### src/rtl/bpred_port_arbiter_if.sv
// Bundle between the branch predictor port arbiter and its neighbours: the
// MEM-stage update producer, the fetch-stage lookup requester and the
// single-ported predictor table SRAM.
//   slave  : arbiter side (consumes updates/lookups, drives the table port)
//   master : environment side (MEM stage, fetch stage, table observer)
// Signals:
//   upd_valid/upd_pc/upd_taken/upd_target  resolved branch from MEM
//   upd_ready                               FIFO has room (registered occupancy)
//   fetch_req/fetch_pc                      lookup request from fetch
//   fetch_grant/fetch_stall                 lookup granted / denied (hold PC)
//   tbl_en/tbl_we/tbl_idx                   table port control
//   tbl_wtag/tbl_wtaken/tbl_wtarget         table write data
//   q_count                                 update FIFO occupancy
interface bpred_port_arbiter_if #(
  parameter int unsigned DEPTH = 4,
  parameter int unsigned IDX_W = 6
);
  localparam int unsigned CNT_W = $clog2(DEPTH) + 1;

  logic              upd_valid;
  logic [31:0]       upd_pc;
  logic              upd_taken;
  logic [31:0]       upd_target;
  logic              upd_ready;
  logic              fetch_req;
  logic [31:0]       fetch_pc;
  logic              fetch_grant;
  logic              fetch_stall;
  logic              tbl_en;
  logic              tbl_we;
  logic [IDX_W-1:0]  tbl_idx;
  logic [29-IDX_W:0] tbl_wtag;
  logic              tbl_wtaken;
  logic [31:0]       tbl_wtarget;
  logic [CNT_W-1:0]  q_count;

  modport slave (
    input  upd_valid, upd_pc, upd_taken, upd_target, fetch_req, fetch_pc,
    output upd_ready, fetch_grant, fetch_stall, tbl_en, tbl_we, tbl_idx,
           tbl_wtag, tbl_wtaken, tbl_wtarget, q_count
  );

  modport master (
    output upd_valid, upd_pc, upd_taken, upd_target, fetch_req, fetch_pc,
    input  upd_ready, fetch_grant, fetch_stall, tbl_en, tbl_we, tbl_idx,
           tbl_wtag, tbl_wtaken, tbl_wtarget, q_count
  );
endinterface

### src/rtl/bpred_port_arbiter.sv
// Arbitrates the single-ported BTB/BHT table between fetch lookups and
// MEM-stage branch-resolution updates. Updates are buffered in a small FIFO
// and written whenever fetch leaves the port idle. When the FIFO fills, or an
// update has waited STARVE_MAX cycles without any table write, the arbiter
// enters a forced-drain state that stalls fetch until the FIFO is empty.
// Ports:
//   clk  clock, all state on rising edge
//   rst  asynchronous reset, active high
//   bus  bpred_port_arbiter_if.slave (update, fetch and table signals)
module bpred_port_arbiter #(
  parameter int unsigned DEPTH      = 4,
  parameter int unsigned IDX_W      = 6,
  parameter int unsigned STARVE_MAX = 8
) (
  input logic                 clk,
  input logic                 rst,
  bpred_port_arbiter_if.slave bus
);

  localparam int unsigned PTR_W = $clog2(DEPTH);
  localparam int unsigned CNT_W = PTR_W + 1;
  localparam int unsigned STV_W = $clog2(STARVE_MAX + 1);
  localparam logic [CNT_W-1:0] CntFull = CNT_W'(DEPTH);
  localparam logic [STV_W-1:0] StvMax  = STV_W'(STARVE_MAX);

  typedef enum logic [0:0] {StNormal, StForce} state_e;

  // FIFO storage; pc keeps only bits [31:2] since the low two are always zero
  logic [29:0] pc_mem     [DEPTH];
  logic        taken_mem  [DEPTH];
  logic [31:0] target_mem [DEPTH];

  state_e           state_q, state_d;
  logic [PTR_W-1:0] head_q, head_d;
  logic [PTR_W-1:0] tail_q, tail_d;
  logic [CNT_W-1:0] count_q, count_d;
  logic [STV_W-1:0] starve_q, starve_d;

  logic        push;
  logic        deq;
  logic        nonempty;
  logic        fetch_grant;
  logic        fetch_stall;
  logic [29:0] head_pc;

  assign nonempty      = (count_q != '0);
  // Ready follows registered occupancy only: a full FIFO stays not-ready
  // even in a cycle where it is popping.
  assign bus.upd_ready = (count_q != CntFull);
  assign push          = bus.upd_valid & bus.upd_ready;

  always_comb begin
    fetch_grant = 1'b0;
    fetch_stall = 1'b0;
    deq         = 1'b0;
    state_d     = state_q;
    count_d     = count_q;
    head_d      = head_q;
    tail_d      = tail_q;
    starve_d    = starve_q;

    unique case (state_q)
      StNormal: begin
        fetch_grant = bus.fetch_req;
        deq         = ~bus.fetch_req & nonempty;
      end
      StForce: begin
        fetch_stall = bus.fetch_req;
        deq         = nonempty;
      end
    endcase

    if (push && !deq) begin
      count_d = count_q + CNT_W'(1);
    end else if (!push && deq) begin
      count_d = count_q - CNT_W'(1);
    end
    if (push) begin
      tail_d = tail_q + PTR_W'(1);
    end
    if (deq) begin
      head_d = head_q + PTR_W'(1);
    end

    // Measures how long the head has waited with no table write at all
    if (!nonempty || deq) begin
      starve_d = '0;
    end else if (starve_q != StvMax) begin
      starve_d = starve_q + STV_W'(1);
    end

    unique case (state_q)
      StNormal: begin
        if (count_d == CntFull || starve_q == StvMax) begin
          state_d = StForce;
        end
      end
      StForce: begin
        if (count_d == '0) begin
          state_d = StNormal;
        end
      end
    endcase
  end

  always_ff @(posedge clk or posedge rst) begin
    if (rst) begin
      state_q  <= StNormal;
      head_q   <= '0;
      tail_q   <= '0;
      count_q  <= '0;
      starve_q <= '0;
    end else begin
      state_q  <= state_d;
      head_q   <= head_d;
      tail_q   <= tail_d;
      count_q  <= count_d;
      starve_q <= starve_d;
    end
  end

  // Payload storage needs no reset: validity is tracked by the pointers
  always_ff @(posedge clk) begin
    if (push) begin
      pc_mem[tail_q]     <= bus.upd_pc[31:2];
      taken_mem[tail_q]  <= bus.upd_taken;
      target_mem[tail_q] <= bus.upd_target;
    end
  end

  assign head_pc = pc_mem[head_q];

  assign bus.fetch_grant = fetch_grant;
  assign bus.fetch_stall = fetch_stall;
  assign bus.tbl_en      = fetch_grant | deq;
  assign bus.tbl_we      = deq;
  assign bus.tbl_idx     = deq ? head_pc[IDX_W-1:0] : bus.fetch_pc[IDX_W+1:2];
  // Write data always reflects the head so it is stable while no write issues
  assign bus.tbl_wtag    = head_pc[29:IDX_W];
  assign bus.tbl_wtaken  = taken_mem[head_q];
  assign bus.tbl_wtarget = target_mem[head_q];
  assign bus.q_count     = count_q;

endmodule
### src/flat_wrapper.sv
// flat-port wrapper written by rule: the top's interface ports become plain ports
module bpred_port_arbiter_flat 
#(
  parameter int unsigned DEPTH      = 4,
  parameter int unsigned IDX_W      = 6,
  parameter int unsigned STARVE_MAX = 8
)
  (clk, rst, bus_upd_valid, bus_upd_pc, bus_upd_taken, bus_upd_target, bus_fetch_req, bus_fetch_pc, bus_upd_ready, bus_fetch_grant, bus_fetch_stall, bus_tbl_en, bus_tbl_we, bus_tbl_idx, bus_tbl_wtag, bus_tbl_wtaken, bus_tbl_wtarget, bus_q_count);
  bpred_port_arbiter_if #(.DEPTH(DEPTH), .IDX_W(IDX_W)) bus_i ();
  input logic clk;
  input logic rst;
  input wire logic [$bits(bus_i.upd_valid)-1:0] bus_upd_valid;
  input wire logic [$bits(bus_i.upd_pc)-1:0] bus_upd_pc;
  input wire logic [$bits(bus_i.upd_taken)-1:0] bus_upd_taken;
  input wire logic [$bits(bus_i.upd_target)-1:0] bus_upd_target;
  input wire logic [$bits(bus_i.fetch_req)-1:0] bus_fetch_req;
  input wire logic [$bits(bus_i.fetch_pc)-1:0] bus_fetch_pc;
  output wire logic [$bits(bus_i.upd_ready)-1:0] bus_upd_ready;
  output wire logic [$bits(bus_i.fetch_grant)-1:0] bus_fetch_grant;
  output wire logic [$bits(bus_i.fetch_stall)-1:0] bus_fetch_stall;
  output wire logic [$bits(bus_i.tbl_en)-1:0] bus_tbl_en;
  output wire logic [$bits(bus_i.tbl_we)-1:0] bus_tbl_we;
  output wire logic [$bits(bus_i.tbl_idx)-1:0] bus_tbl_idx;
  output wire logic [$bits(bus_i.tbl_wtag)-1:0] bus_tbl_wtag;
  output wire logic [$bits(bus_i.tbl_wtaken)-1:0] bus_tbl_wtaken;
  output wire logic [$bits(bus_i.tbl_wtarget)-1:0] bus_tbl_wtarget;
  output wire logic [$bits(bus_i.q_count)-1:0] bus_q_count;
  assign bus_i.upd_valid = bus_upd_valid;
  assign bus_i.upd_pc = bus_upd_pc;
  assign bus_i.upd_taken = bus_upd_taken;
  assign bus_i.upd_target = bus_upd_target;
  assign bus_i.fetch_req = bus_fetch_req;
  assign bus_i.fetch_pc = bus_fetch_pc;
  assign bus_upd_ready = bus_i.upd_ready;
  assign bus_fetch_grant = bus_i.fetch_grant;
  assign bus_fetch_stall = bus_i.fetch_stall;
  assign bus_tbl_en = bus_i.tbl_en;
  assign bus_tbl_we = bus_i.tbl_we;
  assign bus_tbl_idx = bus_i.tbl_idx;
  assign bus_tbl_wtag = bus_i.tbl_wtag;
  assign bus_tbl_wtaken = bus_i.tbl_wtaken;
  assign bus_tbl_wtarget = bus_i.tbl_wtarget;
  assign bus_q_count = bus_i.q_count;
  bpred_port_arbiter #(.DEPTH(DEPTH), .IDX_W(IDX_W), .STARVE_MAX(STARVE_MAX)) u_core (.clk(clk), .rst(rst), .bus(bus_i));
endmodule
### config.mk
export PLATFORM = sky130hd
export DESIGN_NAME = bpred_port_arbiter_flat
export DESIGN_NICKNAME = d
export VERILOG_FILES = /design/src/rtl/bpred_port_arbiter_if.sv /design/src/rtl/bpred_port_arbiter.sv /design/src/flat_wrapper.sv
export SDC_FILE = /design/constraint.sdc
export NUM_CORES = 1
export LEC_CHECK = 0
export ABC_AREA = 1
export CORE_MARGIN = 2
export CORE_UTILIZATION = 48
export DETAILED_ROUTE_END_ITERATION = 6
export GPL_TIMING_DRIVEN = 0
export PLACE_DENSITY = 0.83
export REMOVE_ABC_BUFFERS = 1
export SLEW_MARGIN = 40
export SYNTH_ARGS = -nofsm -noshare
export SYNTH_HDL_FRONTEND = slang
export SYNTH_SLANG_ARGS = --single-unit
### constraint.sdc
create_clock -name clk -period 4.3 [get_ports clk]
set_clock_uncertainty 0.15 [all_clocks]
set_input_delay 0.645 -clock clk [delete_from_list [all_inputs] [get_ports clk]]
set_output_delay 0.645 -clock clk [all_outputs]
set_load 0.05 [all_outputs]
; Word-level counts from Yosys, hierarchy flattened
; Memory sizes are Yosys's and may differ from the RTL's.
; Index checks and enable logic that the tools add are counted.
[op_classes]
n_addsub = 5
n_reduce_logical = 10
muxes = 13
eq_ne = 4
bitwise_logic = 5
[op_table]
columns = cell, n
row1 = two-way mux 4 bit, 2
row2 = two-way mux 1 bit, 6
row3 = two-way mux 3 bit, 2
row4 = two-way mux 6 bit, 1
row5 = "adder 2 x 1 -> 2 bit, second input constant", 2
row6 = "adder 4 x 1 -> 4 bit, second input constant", 1
row7 = "== test 4 bit, second input constant", 1
row8 = "inequality test 4 bit, second input constant", 1
row9 = case mux 1 bit (2 select lines), 2
row10 = "adder 3 x 1 -> 3 bit, second input constant", 1
row11 = "== test 3 bit, second input constant", 1
row12 = logical NOT 1 bit, 3
row13 = logical NOT 3 bit, 1
row14 = "inequality test 3 bit, second input constant", 1
row15 = nonzero test 3 bit, 1
row16 = "subtractor 3 x 1 -> 3 bit, second input constant", 1
row17 = AND 1 bit, 2
row18 = logical AND 1 bit, 2
row19 = logical OR 1 bit, 2
row20 = inverter 1 bit, 2
row21 = nonzero test 2 bit, 1
row22 = bitwise OR 1 bit, 1
[word_totals]
n_memories = 3
register_bits = 12
mem_bits_rw = 252
in_bits = 101
[memory_table]
columns = memory, words, word_bits, read_ports, rd_clocked_by_memory_dff, wr, line_no
row1 = u_core.target_mem, 4, 32, 1, 0, 1, bpred_port_arbiter.sv:31  ; logic [31:0] target_mem [DEPTH];
row2 = u_core.pc_mem, 4, 30, 1, 0, 1, bpred_port_arbiter.sv:29  ; logic [29:0] pc_mem [DEPTH];
row3 = u_core.taken_mem, 4, 1, 1, 0, 1, bpred_port_arbiter.sv:30  ; logic taken_mem [DEPTH];

; Longest topological paths before layout
[depth]
ltp_word = 10
mapped_depth = 12
depth_no_buf = 12

; Worst setup path before layout
; OpenSTA, ideal clock, no wires.
[synth_timing]
kind = reg-to-reg
startpoint = reg u_core.count_q[0], in the netlist u_core.bus.q_count[0]
endpoint = mem u_core.pc_mem[0][0] (enable)
path_stages_with_launch = 6
t_arrival_ns = 4.140
slack_ns = -0.475
t_required_ns = 3.666
synth_period_minus_slack_ns = 4.775
path_buffers = 0
path_cell_list = dfrtp_1 > inv_1 > ha_1 > nand2_2 > nand2_8 > nor2_1
[synth_between]
elab_chain_cells = 4
[synth_rtl]
columns = item, line_no
row1 = "start, declared", bpred_port_arbiter.sv:36  ; logic [CNT_W-1:0] count_q, count_d;
row2 = "start signal, assigned", bpred_port_arbiter.sv:117  ; count_q <= count_d;
row3 = inequality test 3 bit, bpred_port_arbiter.sv:49  ; assign bus.upd_ready = (count_q != CntFull);
row4 = via bus_upd_ready, flat_wrapper.sv:18  ; output wire logic [$bits(bus_i.upd_ready)-1:0] bus_upd_ready;
row5 = AND 1 bit, bpred_port_arbiter.sv:50  ; assign push = bus.upd_valid & bus.upd_ready;
row6 = two-way mux 1 bit, bpred_port_arbiter.sv:124  ; if (push) begin
row7 = two-way mux 1 bit (not written as such), bpred_port_arbiter.sv:125  ; pc_mem[tail_q] <= bus.upd_pc[31:2];
row8 = "end, declared", bpred_port_arbiter.sv:29
; The timed path passes the listed nets, and every way through them passes these cells.

; Final worst setup path
[layout_timing]
startpoint = reg u_core.head_q[0]
endpoint = out bus_tbl_wtag[2]
[layout_between]
elab_chain_cells = 1
[layout_rtl]
columns = item, line_no
row1 = "start, declared", bpred_port_arbiter.sv:34  ; logic [PTR_W-1:0] head_q, head_d;
row2 = "start signal, assigned", bpred_port_arbiter.sv:109  ; head_q <= '0;
row3 = "start signal, assigned", bpred_port_arbiter.sv:115  ; head_q <= head_d;
row4 = memory (4 x 30 bit), -
row5 = "end, declared", flat_wrapper.sv:24  ; output wire logic [$bits(bus_i.tbl_wtag)-1:0] bus_tbl_wtag;
; Every way passes these cells.

==> run metrics <==
minimum hold slack=299 ps; share of cells above drive strength 1=9.20%; Main synth FF type=edfxtp_1; vias in the first global route=6365; vias post-DR=6381; count leader, synth=edfxtp_1; initial antenna violation count=0; antenna cell count=0; CTS clk-pin slew, worst paths=60 ps; Buf/Inv on CP=5; Site Rows=53; clock tree buffer depth=3; total global routing overflow=0; post-synthesis sequential area ratio=77.6%; Post-DP HPWL=13200 µm; Post-Syn Instances=724; area of the multi-input gates=2030 µm²; critical path data required time=3500 ps; Top delay family on crit path=buffers and inverters; RSZ-0062 raised after global routing=false; Setup Fix Bufs, Post-CTS=0; synthesized area per cell=14.0 µm²; TritonCTS buffer count=26; P&R area growth vs syn=29.7%; final hold violations=0; Largest stage delay, worst path=830 ps; dpl ws=574 ps; gpl congestion=0.725; Post-synth EDFFs=252; worst-margin pin slew=702 ps; Core ar.=20900 µm²; # nets final=984; Sink Count=264; Post-synth ARST share=4.55%; most numerous cell on the critical path=buf_12; CP Class=reg2out; Synth top area share=74.7%; Hold Crit Class=in2async; Synth area leaders=edfxtp_1 75%, o21ai_0 6.3%, nor2_1 5.7%; most frequent cells after synthesis=252 x edfxtp_1, 154 x nor2_1, 128 x o21ai_0, 57 x o22ai_1, 25 x clkbuf_1; f_max=243 MHz; Max Slew Vio Count=0; synthesized flop and latch total=264; synth unique cells=26; filler instances=1496; maximum vdd drop=0.000604 V; CP Cell Sequence=buf_12, buf_12, inv_8, buf_16, o21ai_0, o22ai_1, clkdlybuf4s50_1; Yosys Warn Count=0; # port buffers=143; register area=7880 µm²; flop2flop setup slack=1940 ps; DRT Wirelength=21900 µm; GRT busiest layer=met2; Post-Syn Area=10100 µm²; leakage power figure=4.73 nW; CTS tree=built; Skew-Pair Late Insertion Delay=520 ps; Final ANT Viol Nets=0; vias per cell=5.47; Tot GR Track Use=19.2%; fin crit period=4120 ps; worst endpoint data arrival time=3320 ps; worst reg2reg path depth=8; crit-path max FO=89; pin count of the biggest net entering global routing=90; crit share post-route=95.7%; worst r2r dst=u_core.pc_mem[3][19]$_DFFE_PP_; CTS Root Cell=clkbuf_16; Starting Density=48.5%; GR Util met3=3.27%; Global Route met2 Usage=34.2%; met1 Usage GRT=24.0%; reg2reg start=u_core.bus.q_count[0]$_DFF_PP0_; die area=22300 µm²; CP endpoint kind=primary output; cell taking the most area after synthesis=edfxtp_1; WL per Instance=18.8 µm; chip width=149 µm; # setup viols final=0; Power Density=834 nW/µm²; # IOs=172; Initial DRC Count=284; max-cap viol count=0; CP max stage cell=clkdlybuf4s50_1; relative slew slack=53.2%; first-pass GRT wire length=33400 µm; TritonRoute pass-1 iters=5; Residual DRC=0; H-tree depth=1; chip height=149 µm; Critical Path Source Type=register; status=complete, no violations; Final WS setup=183 ps
## how the worst max path moves through the flow
stage                                          startpoint                             to  slack (ps)  depth (start not counted)
after floorplan           u_core.bus.q_count[0]$_DFF_PP0_  u_core.pc_mem[0][0]$_DFFE_PP_        -470                          5
after global placement       u_core.head_q[0]$_DFFE_PP0N_               bus_tbl_wtag[23]       -3650                          4
after detailed placement     u_core.head_q[0]$_DFFE_PP0N_               bus_tbl_wtag[17]         570                          7
after CTS                    u_core.head_q[0]$_DFFE_PP0N_               bus_tbl_wtag[17]           8                          7
after global routing         u_core.head_q[0]$_DFFE_PP0N_                 bus_tbl_idx[3]           3                          7
final                        u_core.head_q[0]$_DFFE_PP0N_                bus_tbl_wtag[2]         180                          7
## layout make-up
type | count | area share, %
Clock buffer | 31 | 5.41
Tap cell | 275 | 2.62
Sequential cell | 264 | 59.9
Timing Repair Buffer | 163 | 14.8
Multi-Input combinational cell | 397 | 15.4
Clock inverter | 14 | 1.08
Inverter | 22 | 0.752
## power by group
group          total [W]  internal [W]  switching, W
combinational    0.00508       0.00158       0.00349
sequential       0.00362       0.00339      0.000233
clock            0.00226       0.00135      0.000914
total             0.0110       0.00632       0.00464
## timing repair
item,CTS,global route
setup endpoints to repair,1,33
gates resized for setup,1,33
hold buffers,0,0
## metal layers
metal / wire length [µm] / vias to the layer above
met5: 0 / -
met4: 389 / 0
met3: 1270 / 39
met2: 11400 / 210
met1: 8870 / 3155
li1: - / 2977
## state kept, by name, indices dropped and copies added (netlist names)
register and flops:
u_core.bus.q_count 3, u_core.head_q 2, u_core.pc_mem 120, u_core.starve_q 4, u_core.state_q 1, u_core.tail_q 2, u_core.taken_mem 4, u_core.target_mem 128
## layout by cell type, fill, tap and decap left out
cell             instances
bufinv_16                3
edfxtp_1               252
nand2_2                  8
buf_16                   9
inv_8                    1
clkbuf_1                 2
buf_12                   3
nand2_4                  2
dlymetal6s2s_1          33
nand2_8                  1
clkbuf_16               27
xnor2_1                  1
inv_4                    1
nand3_1                  8
clkinv_1                 5
ha_1                     9
dfrtp_1                 10
nand3_4                  1
inv_1                   18
clkbuf_8                 2
clkinvlp_4               1
inv_6                    1
nand3b_1                 1
buf_8                    8
o22ai_1                 57
clkdlybuf4s50_1        109
dlygate4sd2_1            1
clkinv_2                 6
nor2_4                   4
nand2_1                 13
o21ai_1                  3
o21ai_0                128
a31oi_1                  6
nor2_2                   1
dfrtp_4                  2
nor2_1                 150
xor2_1                   3
nand3_2                  1
## stage by stage
| stage | util [%] | power [W] | instance area (µm²) | instances | TNS [ps] |
|---|---|---|---|---|---|
| 3_5_place_dp | 58.4 | 0.00877 | 12200 | 1121 | 0 |
| 3_3_place_gp | 56.2 | 0.00850 | 11700 | 1101 | -847640 |
| 2_1_floorplan | - | 0.00681 | 9950 | 683 | -146050 |
| 4_1_cts | 62.5 | 0.0111 | 13100 | 1166 | 0 |
| 5_1_grt | 62.9 | 0.0114 | 13100 | 1166 | 0 |
| 6_report | 62.9 | 0.0110 | 13100 | 1166 | 0 |
## worst register-to-register path, stage by stage (launching register included)
cell and delay [ps]:
dfrtp_1 390, inv_1 100, ha_1 240, nand2_2 120, nand2_8 120, nor2_4 330, buf_16 210, buf_8 210
buf_16 180
## cells by family after synthesis
group,share of synthesized area [%]
compound gates,10.4
xor+xnor,0.346
fa+ha+maj,1.11
buf+inv,2.64
flops,77.6
simple gates,7.90
No activity file was read; power rests on OpenSTA's default activity.
